File: src/rtl/seq_mult_6b.sv
// Sequential 6x6 unsigned shift-add multiplier: one 6-bit adder per iteration,
// 12-bit product after six RUN cycles, IDLE/RUN/DONE handshake toward the ALU.

module adder_6b (
  input  logic [5:0] i0,
  input  logic [5:0] i1,
  input  logic       cin,
  output logic [5:0] sum,
  output logic       cout
);
  assign {cout, sum} = 7'(i0) + 7'(i1) + 7'(cin);
endmodule

module seq_mult_6b #(
  parameter int unsigned WIDTH = 6
) (
  input  logic                   clk,
  input  logic                   reset,
  input  logic                   start,
  input  logic [WIDTH-1:0]       a,
  input  logic [WIDTH-1:0]       b,
  output logic                   busy,
  output logic                   done,
  output logic [2*WIDTH-1:0]     product
);
  localparam int unsigned CNT_W = 3;
  localparam logic [CNT_W-1:0] LAST_ITER = CNT_W'(WIDTH - 1);

  typedef enum logic [1:0] {IDLE, RUN, DONE} state_t;

  state_t           state;
  logic [WIDTH-1:0] m_reg;
  logic [WIDTH-1:0] a_reg;
  logic [WIDTH-1:0] q_reg;
  logic [CNT_W-1:0] cnt;

  logic [WIDTH-1:0] add_i1;
  logic [WIDTH-1:0] add_sum;
  logic             add_cout;

  // Partial-product step: add the multiplicand only when the current multiplier bit is set.
  assign add_i1 = q_reg[0] ? m_reg : '0;

  adder_6b u_adder (
    .i0   (a_reg),
    .i1   (add_i1),
    .cin  (1'b0),
    .sum  (add_sum),
    .cout (add_cout)
  );

  always_ff @(posedge clk) begin
    if (reset) begin
      state   <= IDLE;
      busy    <= 1'b0;
      done    <= 1'b0;
      product <= '0;
      m_reg   <= '0;
      a_reg   <= '0;
      q_reg   <= '0;
      cnt     <= '0;
    end else begin
      case (state)
        IDLE, DONE: begin
          done <= 1'b0;
          if (start) begin
            m_reg <= a;
            q_reg <= b;
            a_reg <= '0;
            cnt   <= '0;
            busy  <= 1'b1;
            state <= RUN;
          end else begin
            state <= IDLE;
          end
        end
        RUN: begin
          // Shift {cout,sum,Q} right by one; cout lands in the accumulator MSB.
          a_reg <= {add_cout, add_sum[WIDTH-1:1]};
          q_reg <= {add_sum[0], q_reg[WIDTH-1:1]};
          cnt   <= cnt + CNT_W'(1);
          if (cnt == LAST_ITER) begin
            product <= {add_cout, add_sum, q_reg[WIDTH-1:1]};
            busy    <= 1'b0;
            done    <= 1'b1;
            state   <= DONE;
          end
        end
        default: begin
          busy  <= 1'b0;
          done  <= 1'b0;
          state <= IDLE;
        end
      endcase
    end
  end

endmodule

File: config.mk
export PLATFORM = sky130hd
export DESIGN_NAME = seq_mult_6b
export DESIGN_NICKNAME = d
export VERILOG_FILES = /design/src/rtl/seq_mult_6b.sv
export SDC_FILE = /design/constraint.sdc
export NUM_CORES = 1
export LEC_CHECK = 0
export CAP_MARGIN = 20
export CORE_AREA = 2 2 102 55
export DETAILED_ROUTE_END_ITERATION = 16
export DIE_AREA = 0 0 104 57
export PLACE_DENSITY_LB_ADDON = 0.15
export SYNTH_ARGS = -nofsm -noshare
export SYNTH_HDL_FRONTEND = slang
export SYNTH_HIERARCHICAL = 1
export SYNTH_SLANG_ARGS = --single-unit
File: constraint.sdc
create_clock -name clk -period 1.97 [get_ports clk]
set_input_delay 0.591 -clock clk [delete_from_list [all_inputs] [get_ports clk]]
set_output_delay 0.591 -clock clk [all_outputs]
set_load 0.005 [all_outputs]
==> results by group, run 1 <==
Status
  – Status: finished, final reports clean

Clock tree
  – Post-CTS Hold Buffers: 0
  – Clk_lat worst skew: a little under 0.3 ns
  – Clock Tree Buf Depth: 2
  – CTS sink cnt: 37
  – Htree depth: 2
  – Postcts setup bufs: 0
  – CTS Buf Count: 5
  – TritonCTS clock tree: yes
  – Root Driver: clkbuf_8
  – CTS clock-pin slew for the worst setup and hold paths: roughly 0.08 ns

Critical path
  – Critical path class: flip-flop to flip-flop
  – CP Launch Type: flip-flop
  – CP Max Fanout: 2
  – Critical Path Sink Type: flip-flop
  – Worst EP required: between 2 and 2.5 ns
  – Critical Path AT: between 2 and 2.5 ns

Synthesis
  – Mapped Area: roughly 1700 µm²
  – Synth Area per Inst: 8.115 µm²
  – Area leader, netlist: dfxtp_1
  – Syn Nets: 232
  – Area contributors post-synth: dfxtp_1 44%, nand2_1 12%, a21oi_1 9.5%, ha_1 5.2%, a311oi_1 3.1%
  – EDFF count, synth: 0
  – Yosys warns: 6
  – Most common flop cell mapped by yosys: dfxtp_1
  – Sequential area share after synthesis: between 40 and 50%
  – Fraction of registers with async set/reset: 0%
  – Yosys reg bits: 37
  – Distinct cells, synth: 31
  – Synth top area share: between 40% and 50%
  – Synth Instances: roughly 210

Placed design
  – Worst slack at placement: -0.005833 ns
  – Gpl congestion: between 0.8 and 0.9
  – Dpl cells: 307
  – Port bufs: 28
  – Placed inst area: approximately 2100 µm²
  – Detailed Place HPWL: 2.729 mm

Flow run
  – Max-cap violation count: 0

Timing
  – Setup WS post-layout: a little over 0.1 ns
  – Final number of hold-violating endpoints: 0
  – Tmin final: 1.866 ns
  – Highest clock rate: between 500 and 600 MHz
  – Max_slew headroom: approximately 64%
  – Hold_ws: roughly 0.45 ns
  – RSZ-0062 raised after global routing: true
  – Worst-Margin Slew: 0.5376 ns
  – Setup Skew: roughly 0.0096 ns
  – Final Cycle Share: a little over nine tenths
  – Setup Total Neg Slack: 0 ns
  – Final setup viols: 0
  – Slew Limit Fails: 0

Route
  – Per-cell routed wire length: approximately 13 µm
  – Met3 Wirelength: around 190 µm
  – Vias after detailed routing: about 1,500
  – Via density per instance: around 4.6
  – Initial drt markers: 43
  – DR DRC count: 0
  – Detailed Routing Iterations Pass 1: 5
  – Total Wirelength: between 3 and 4 mm
  – Wire length on met2: about 1.5 mm
  – Max Used Layer: met4
  – Met1 WL: roughly 2.3 mm
  – Routed Antenna Nets: 0

Floorplanning
  – # IOs: 29
  – Core ar.: around 5100 µm²
  – Die height: 57 µm
  – Die ar.: 5928 µm²
  – # rows: 19
  – Die X: approximately 100 µm
  – Initial core utilization: between 30% and 40%

Pwr
  – PwrDens: around 740 nW/µm²
  – Total chip power: between 1.5 and 2 mW
  – Leak: 0.8071 nW
  – Maximum VDD drop: 0.2760 mV

Cells and area
  – Final core occ: ~43%
  – Most frequent cells in the layout: 55 x nand2_1, 36 x dfxtp_1, 30 x a21oi_1
  – Ant diodes: 0
  – Max reg flops: 12
  – Share of post-route cells with drive strength above 1: 11.98%
  – Commonest non-fill, non-tap cell in the layout: nand2_1
  – Final layout net count: around 270
  – Layout Area Growth over Synthesis: 31.73%
  – Fin cells: 315
  – Final Instance Area: around 2200 µm²
  – Top reg by flops: product

Global route
  – First-pass GRT wire length: 6.872 mm
  – Grt ovf: 0
  – Pin count of the biggest net entering global routing: 38
  – Number of global-route vias before repair: around 1,400
  – GRT Resource Usage Total: between 10% and 20%
  – Initial antenna violation count: 0

Worst hold path
  – Class of the tightest hold or removal check: flip-flop to flip-flop
-- final timing paths --
| path | cells past startpoint | slack [ns] | from | end |
|---|---|---|---|---|
| setup / recovery | 10 | 0.10 | q_reg[0] | product[11] |
| hold / removal | 2 | 0.45 | m_reg[5] | m_reg[5] |
| setup reg to reg | 10 | 0.10 | q_reg[0] | product[11] |
| hold reg to reg | 2 | 0.45 | m_reg[5] | m_reg[5] |
-- timing repair --
| action | CTS | global route |
|---|---|---|
| pin swaps | 1 | 4 |
| endpoints found under the setup margin | 2 | 6 |
| resized for setup | 3 | 5 |
-- area by class of cell --
type | count | area [µm²]
clock buffer | 7 | 86.33
clock inverter | 1 | 30.03
fill | 528 | 2912
inverter | 6 | 22.52
multi-input combinational | 153 | 883.3
sequential | 37 | 742.0
tap | 73 | 91.34
timing repair buffer | 38 | 367.9
-- Yosys cell counts (2+ instances only) --
cell type,count
a21oi_1,32
a311oi_1,6
and2_1,6
buf_2,6
clkbuf_1,5
dfxtp_1,37
fa_1,2
ha_1,7
inv_1,6
nand2_1,55
nand2b_1,5
nand3_1,8
nor2_1,8
nor3_1,3
o21ai_0,4
xnor2_1,3
-- critical path: stages, from the launching register on --
cell and delay, ns:
dfxtp_2 0.32, and2_4 0.15, fa_2 0.35, inv_2 0.06, fa_2 0.22, nor2b_4 0.05, o31a_1 0.25, o21ai_1 0.14
nand2b_1 0.08, nand2_1 0.08, a21oi_2 0.05
-- report_power, final --
| group | internal (mW) | leakage [nW] | switching [mW] |
|---|---|---|---|
| clock | 0.413 | 0.0585 | 0.269 |
| sequential | 0.774 | 0.301 | 0.0193 |
| combinational | 0.0777 | 0.447 | 0.0870 |
-- logic make-up after synthesis --
| family | Yosys count | synth area share (%) |
|---|---|---|
| AO/OA/AOI/OAI | 48 | 16.98 |
| XOR/XNOR | 4 | 2.076 |
| adder cells (fa/ha/maj) | 9 | 7.561 |
| buffers and inverters | 18 | 4.670 |
| flip-flops | 37 | 43.88 |
| other | 1 | 0.2222 |
| AND/OR/NAND/NOR | 91 | 24.61 |
-- per-layer routing --
metal,vias up,global-route usage [%]
li1,760,-
met2,23,20.02
met5,-,0
met4,0,5.212
met3,5,4.800
met1,664,22.22
No activity file was read; power rests on OpenSTA's default activity.
==> inputs of run 2 (changes only) <==
--- a/config.mk
+++ b/config.mk
@@ -5,10 +5,11 @@
 export SDC_FILE = /design/constraint.sdc
 export NUM_CORES = 1
 export LEC_CHECK = 0
+export ABC_AREA = 1
 export CAP_MARGIN = 20
-export CORE_AREA = 2 2 102 55
+export CORE_AREA = 2 2 91 49
 export DETAILED_ROUTE_END_ITERATION = 16
-export DIE_AREA = 0 0 104 57
+export DIE_AREA = 0 0 93 51
 export PLACE_DENSITY_LB_ADDON = 0.15
 export SYNTH_ARGS = -nofsm -noshare
 export SYNTH_HDL_FRONTEND = slang
==> results by group, run 2 <==
Cells and area
  – Commonest non-fill, non-tap cell in the layout: nand2_1
  – Final layout net count: 303 (+14%)
  – Final Instance Area: 2260 µm² (+1.6%)
  – Max reg flops: 12 (unchanged)
  – Layout Area Growth over Synthesis: 21.86%
  – Ant diodes: 0 (unchanged)
  – Top reg by flops: product
  – Share of post-route cells with drive strength above 1: 12.23% (+0.25 points)
  – Most frequent cells in the layout: 47 x nand2_1, 37 x inv_1, 37 x dfxtp_1

Synthesis
  – Yosys reg bits: 37 (unchanged)
  – Synth Instances: 246 (+18%)
  – Fraction of registers with async set/reset: 0% (unchanged)
  – Most frequent cell after synthesis: nand2_1
  – Area contributors post-synth: dfxtp_1 40%, nand2_1 9.5%, nand3_1 7.6%, inv_1 7.5%, nor2_1 4.9%
  – Area leader, netlist: dfxtp_1
  – Distinct cells, synth: 30 (-3.2%)
  – Sequential area share after synthesis: 39.95% (-3.9 points)
  – Yosys warns: 6 (unchanged)
  – Mapped Area: 1854 µm² (+9.9%)
  – EDFF count, synth: 0 (unchanged)
  – Most common flop cell mapped by yosys: dfxtp_1
  – Synth Area per Inst: 7.538 µm² (-7.1%)
  – Top post-synthesis cells by count: 47 x nand2_1, 37 x dfxtp_1, 37 x inv_1
  – Synth top area share: 39.95% (-3.9 points)
  – Syn Nets: 270 (+16%)

Critical path
  – Slowest CP cell: fa_1
  – CP Launch Type: flip-flop
  – Crit-path most repeated cell: inv_1
  – Critical path, cell by cell: buf_4 -> nand2_1 -> inv_1 -> inv_1 -> fa_1 -> nand3b_1 -> nand2_1 -> xor2_1 -> inv_1 -> o21ai_2
  – Critical Path Sink Type: flip-flop
  – CP Max Fanout: 6 (+4)
  – Critical Path AT: 2.08 ns (+0.03 ns)
  – Critical path class: flip-flop to flip-flop
  – Critical Path Max Stage Delay: 0.42 ns (+0.07 ns)
  – Worst EP required: 2.19 ns (+0.04 ns)

Route
  – Per-cell routed wire length: 11.90 µm (-5.7%)
  – Via density per instance: 4.716 (+2.3%)
  – Total Wirelength: 3.988 mm (+0.30%)
  – DR DRC count: 0 (unchanged)
  – Detailed Routing Iterations Pass 1: 4 (-1)
  – Vias after detailed routing: 1,580 (+8.8%)
  – Routed Antenna Nets: 0 (unchanged)
  – Initial drt markers: 74 (+72%)

Worst hold path
  – Class of the tightest hold or removal check: flip-flop to flip-flop

Floorplanning
  – Die ar.: 4743 µm² (-20%)
  – Core ar.: 4084 µm² (-20%)
  – Die height: 51 µm (-11%)
  – # IOs: 29 (unchanged)
  – Die X: 93 µm (-11%)
  – # rows: 17 (-2)
  – Initial core utilization: 45.40% (+13 points)

Flow run
  – Max-cap violation count: 0 (unchanged)

Timing
  – Setup Skew: 0.004852 ns (-0.004769 ns)
  – Tmin final: 1.857 ns (-0.009712 ns)
  – Setup Total Neg Slack: 0 ns (unchanged)
  – Slew Limit Fails: 0 (unchanged)
  – RSZ-0062 raised after global routing: false
  – Highest clock rate: 538.6 MHz (+0.52%)
  – Final number of hold-violating endpoints: 0 (unchanged)
  – Final setup viols: 0 (unchanged)
  – Final Cycle Share: 94.24% (-0.49 points)

Clock tree
  – CTS sink cnt: 37 (unchanged)
  – CTS Buf Count: 5 (unchanged)
  – TritonCTS clock tree: yes
  – Postcts setup bufs: 0 (unchanged)
  – Post-CTS Hold Buffers: 0 (unchanged)
  – Clock Tree Buf Depth: 2 (unchanged)
  – CTS clock-pin slew for the worst setup and hold paths: 0.07 ns (about the same)
  – Htree depth: 2 (unchanged)
  – Root Driver: clkbuf_8
  – Clk_lat worst skew: 0.29 ns (about the same)
  – Post-CTS Resized: 0 (-3)

Status
  – Status: finished, final reports clean

Global route
  – GRT Resource Usage Total: 18.54% (+3.6 points)
  – Number of global-route vias before repair: 1,326 (-7.3%)
  – Grt ovf: 0 (unchanged)
  – First-pass GRT wire length: 6.603 mm (-3.9%)
  – Pin count of the biggest net entering global routing: 21 (-45%)
  – Initial antenna violation count: 0 (unchanged)

Placed design
  – Detailed Place HPWL: 2.953 mm (+8.2%)
  – Gpl congestion: 0.8776 (+3.0%)
  – Port bufs: 28 (unchanged)
  – Placed inst area: 2186 µm² (+4.5%)

Pwr
  – Maximum VDD drop: 0.4270 mV (+55%)
  – Leak: 1.064 nW (+32%)
  – PwrDens: 668.1 nW/µm² (-9.5%)
-- run 2: per-layer routing --
layer | vias to the layer above | GRT usage (%) | part of all wire, %
li1 | 834 | - | -
met2 | 48 | 24.15 | 37
met3 | 4 | 5.310 | 6.4
met5 | - | 0 | 0
met1 | 694 | 28.98 | 56
met4 | 0 | 5.147 | 0.73
-- run 2: area by class of cell --
| type | instances | area, µm² |
|---|---|---|
| Multi-Input combinational cell | 160 | 889.6 |
| Inverter | 41 | 158.9 |
| Tap cell | 57 | 71.32 |
| Clock inverter | 1 | 5.005 |
| Timing Repair Buffer | 34 | 325.3 |
| Sequential cell | 37 | 740.7 |
| Clock buffer | 5 | 68.82 |
| Fill cell | 418 | 1824 |
-- run 2: kinds of logic after synthesis --
logic type / Yosys count / synth area share [%]
AOI/OAI and AO/OA: 28 / 9.312
buffers and inverters: 49 / 12.08
adders and majority gates: 9 / 6.882
other: 1 / 0.2022
DFF: 37 / 39.95
xor gates and xnor gates: 3 / 1.417
and+or+nand+nor: 119 / 30.16
-- run 2: power by group --
| part | switching, mW | internal (mW) | total [mW] |
|---|---|---|---|
| logic | 0.127 | 0.0908 | 0.218 |
| registers | 0.0182 | 0.780 | 0.798 |
| clock network | 0.261 | 0.233 | 0.494 |
| total | 0.406 | 1.10 | 1.51 |
-- run 2: worst max-delay path: cells and delay by family (launching register included) --
family	cells	cell delay [ns]
xor+xnor	1	0.20
buf+inv	4	0.37
flops	1	0.33
fa+ha+maj	1	0.42
compound gates	1	0.12
simple gates	3	0.34
-- run 2: worst paths after layout --
kind	startpoint	end	slack (ns)	depth (start not counted)
min reg2reg	done	done	0.45	2
max	q_reg[0]	product[9]	0.11	10
max reg2reg	q_reg[0]	product[9]	0.11	10
min	done	done	0.45	2
-- run 2: through the flow --
step | power (mW) | utilization (%) | instances | hold WS (ns) | setup slack [ns]
after global placement | 1.032 | 53.52 | 329 | 0.4343 | 0.1587
after CTS | 1.524 | 55.33 | 335 | 0.4538 | 0.1180
after floorplan | 0.9625 | - | 246 | 0.4417 | 0.1965
after detailed placement | 1.033 | 53.52 | 329 | 0.4428 | 0.1438
final | 1.510 | 55.33 | 335 | 0.4509 | 0.1134
after global routing | 1.586 | 55.33 | 335 | 0.4719 | 0.0002927
==> inputs of run 3 (changes only) <==
--- a/config.mk
+++ b/config.mk
@@ -7,9 +7,11 @@
 export LEC_CHECK = 0
 export ABC_AREA = 1
 export CAP_MARGIN = 20
-export CORE_AREA = 2 2 91 49
+export CORE_AREA = 2 2 90 49
+export CTS_CLUSTER_DIAMETER = 100
 export DETAILED_ROUTE_END_ITERATION = 16
-export DIE_AREA = 0 0 93 51
+export DIE_AREA = 0 0 92 51
+export DONT_BUFFER_PORTS = 1
 export PLACE_DENSITY_LB_ADDON = 0.15
 export SYNTH_ARGS = -nofsm -noshare
 export SYNTH_HDL_FRONTEND = slang
==> constraint.sdc (replaced) <==
create_clock -name clk -period 2.3 [get_ports clk]
set_input_delay 0.69 -clock clk [delete_from_list [all_inputs] [get_ports clk]]
set_output_delay 0.69 -clock clk [all_outputs]
set_load 0.005 [all_outputs]
==> results by group, run 3 (same netlist as run 2, synthesis figures left out) <==
Critical path
  – R2r worst-path depth: 10 (unchanged)
  – Worst EP required: 2.52 ns (+0.33 ns)
  – Critical Path Sink Type: flip-flop
  – CP Max Fanout: 7 (+1)
  – CP Launch Type: flip-flop
  – Critical Path AT: 2.19 ns (+0.11 ns)
  – Critical path class: flip-flop to flip-flop

Timing
  – Final Cycle Share: 85.37% (-8.9 points)
  – Setup Skew: 0.007967 ns (+0.003115 ns)
  – Setup Total Neg Slack: 0 ns (unchanged)
  – Hold_ws: 0.4563 ns (+0.005363 ns)
  – Final number of hold-violating endpoints: 0 (unchanged)
  – Setup WS post-layout: 0.3364 ns (+0.2231 ns)
  – Final setup viols: 0 (unchanged)
  – Slew Limit Fails: 0 (unchanged)
  – RSZ-0062 raised after global routing: false
  – Tmin final: 1.964 ns (+0.1069 ns)
  – Highest clock rate: 509.3 MHz (-5.4%)

Global route
  – Pin count of the biggest net entering global routing: 30 (+43%)
  – Grt ovf: 0 (unchanged)
  – Met3 usage: 6.490% (+1.2 points)
  – M2 GR Usage: 24.26% (+0.11 points)
  – First-pass GRT wire length: 6.541 mm (-0.94%)
  – GRT busiest layer: met1
  – Initial antenna violation count: 0 (unchanged)
  – M1 GR Usage: 28.39% (-0.59 points)
  – Number of global-route vias before repair: 1,318 (-0.60%)
  – GRT Resource Usage Total: 18.83% (+0.28 points)

Cells and area
  – Fillers: 431 (+3.1%)
  – Fin cells: 305 (-9.0%)
  – Top reg by flops: product
  – Layout Area Growth over Synthesis: 5.601%
  – Final layout net count: 271 (-11%)
  – Ant diodes: 0 (unchanged)
  – Most frequent cells in the layout: 47 x nand2_1, 37 x inv_1, 37 x dfxtp_1
  – FF/Latch Area: 740.7 µm² (unchanged)
  – Share of post-route cells with drive strength above 1: 12.50% (+0.27 points)
  – Commonest non-fill, non-tap cell in the layout: nand2_1
  – Multi-input gate area: 889.6 µm² (unchanged)
  – Max reg flops: 12 (unchanged)

Clock tree
  – CTS clock-pin slew for the worst setup and hold paths: 0.08 ns (about the same)
  – Post-CTS Resized: 0 (unchanged)
  – CTS sink cnt: 37 (unchanged)
  – CTS Buf Count: 5 (unchanged)
  – Root Driver: clkbuf_8
  – Htree depth: 2 (unchanged)
  – Post-CTS Hold Buffers: 0 (unchanged)
  – Clk_lat worst skew: 0.30 ns (about the same)
  – Postcts setup bufs: 0 (unchanged)
  – TritonCTS clock tree: yes
  – Clock Tree Buf Depth: 2 (unchanged)

Pwr
  – Total chip power: 1.279 mW (-15%)
  – Maximum VDD drop: 0.3531 mV (-17%)
  – Leak: 0.9467 nW (-11%)
  – PwrDens: 653.2 nW/µm² (-2.2%)

Placed design
  – Port bufs: 0 (-100%)
  – Gpl congestion: 0.7721 (-12%)
  – Worst slack at placement: 0.3638 ns (+0.2201 ns)
  – Detailed Place HPWL: 2.783 mm (-5.7%)
  – Dpl cells: 297 (-9.7%)

Status
  – Status: finished, final reports clean

Route
  – DR DRC count: 0 (unchanged)
  – Routed Antenna Nets: 0 (unchanged)
  – Total Wirelength: 3.918 mm (-1.8%)
  – Per-cell routed wire length: 12.85 µm (+7.9%)
  – Initial drt markers: 74 (unchanged)
  – Detailed Routing Iterations Pass 1: 4 (unchanged)
  – Via density per instance: 4.807 (+1.9%)
  – Vias after detailed routing: 1,466 (-7.2%)

Floorplanning
  – # rows: 17 (unchanged)
  – Core ar.: 4041 µm² (-1.0%)
  – Initial core utilization: 45.88% (+0.48 points)
  – Die X: 92 µm (-1.1%)
  – Die ar.: 4692 µm² (-1.1%)
  – # IOs: 29 (unchanged)
  – Die height: 51 µm (unchanged)

Worst hold path
  – Class of the tightest hold or removal check: input pin to flip-flop
  – Hold Crit Depth: 1 (-1)

Flow run
  – Max-cap violation count: 0 (unchanged)
==> run 3: area by class of cell <==
class / instances / area share, %
Clock buffer: 6 / 3.706
Clock inverter: 2 / 0.5112
Inverter: 41 / 8.115
Multi-Input combinational cell: 160 / 45.43
Sequential cell: 37 / 37.83
Tap cell: 57 / 3.642
Timing Repair Buffer: 2 / 0.7668
==> run 3: where the power goes <==
group / internal (mW) / switching [mW] / total (mW) / leakage, nW
registers: 0.668 / 0.0182 / 0.686 / 0.302
logic: 0.0485 / 0.101 / 0.150 / 0.600
clock network: 0.210 / 0.233 / 0.443 / 0.0450
total: 0.926 / 0.353 / 1.28 / 0.947
==> run 3: through the flow <==
step | util [%] | area [µm²]
finish | 48.45 | 1958
global route | 48.45 | 1958
CTS | 48.45 | 1958
global placement | 46.41 | 1876
floorplan | - | 1854
detailed placement | 46.41 | 1876
==> run 3: final timing paths <==
path / to / startpoint / slack, ns
max: product[9] / q_reg[0] / 0.34
min: state[0] / reset / 0.46
max reg2reg: product[9] / q_reg[0] / 0.34
min reg2reg: done / done / 0.47
==> run 3: per-layer routing <==
layer	part of all wire, %	up-vias
met5	0	-
met4	1.3	0
met3	8.4	9
met2	34	49
met1	56	639
li1	-	769
==> run 3: worst max-delay path, cell delays in order (launching register included) <==
cell	delay, ns
dfxtp_1	0.41
nand2_1	0.08
inv_1	0.09
fa_1	0.20
inv_1	0.06
fa_1	0.38
nand3b_1	0.17
nand2_1	0.11
xor2_1	0.19
inv_1	0.07
o21ai_2	0.12
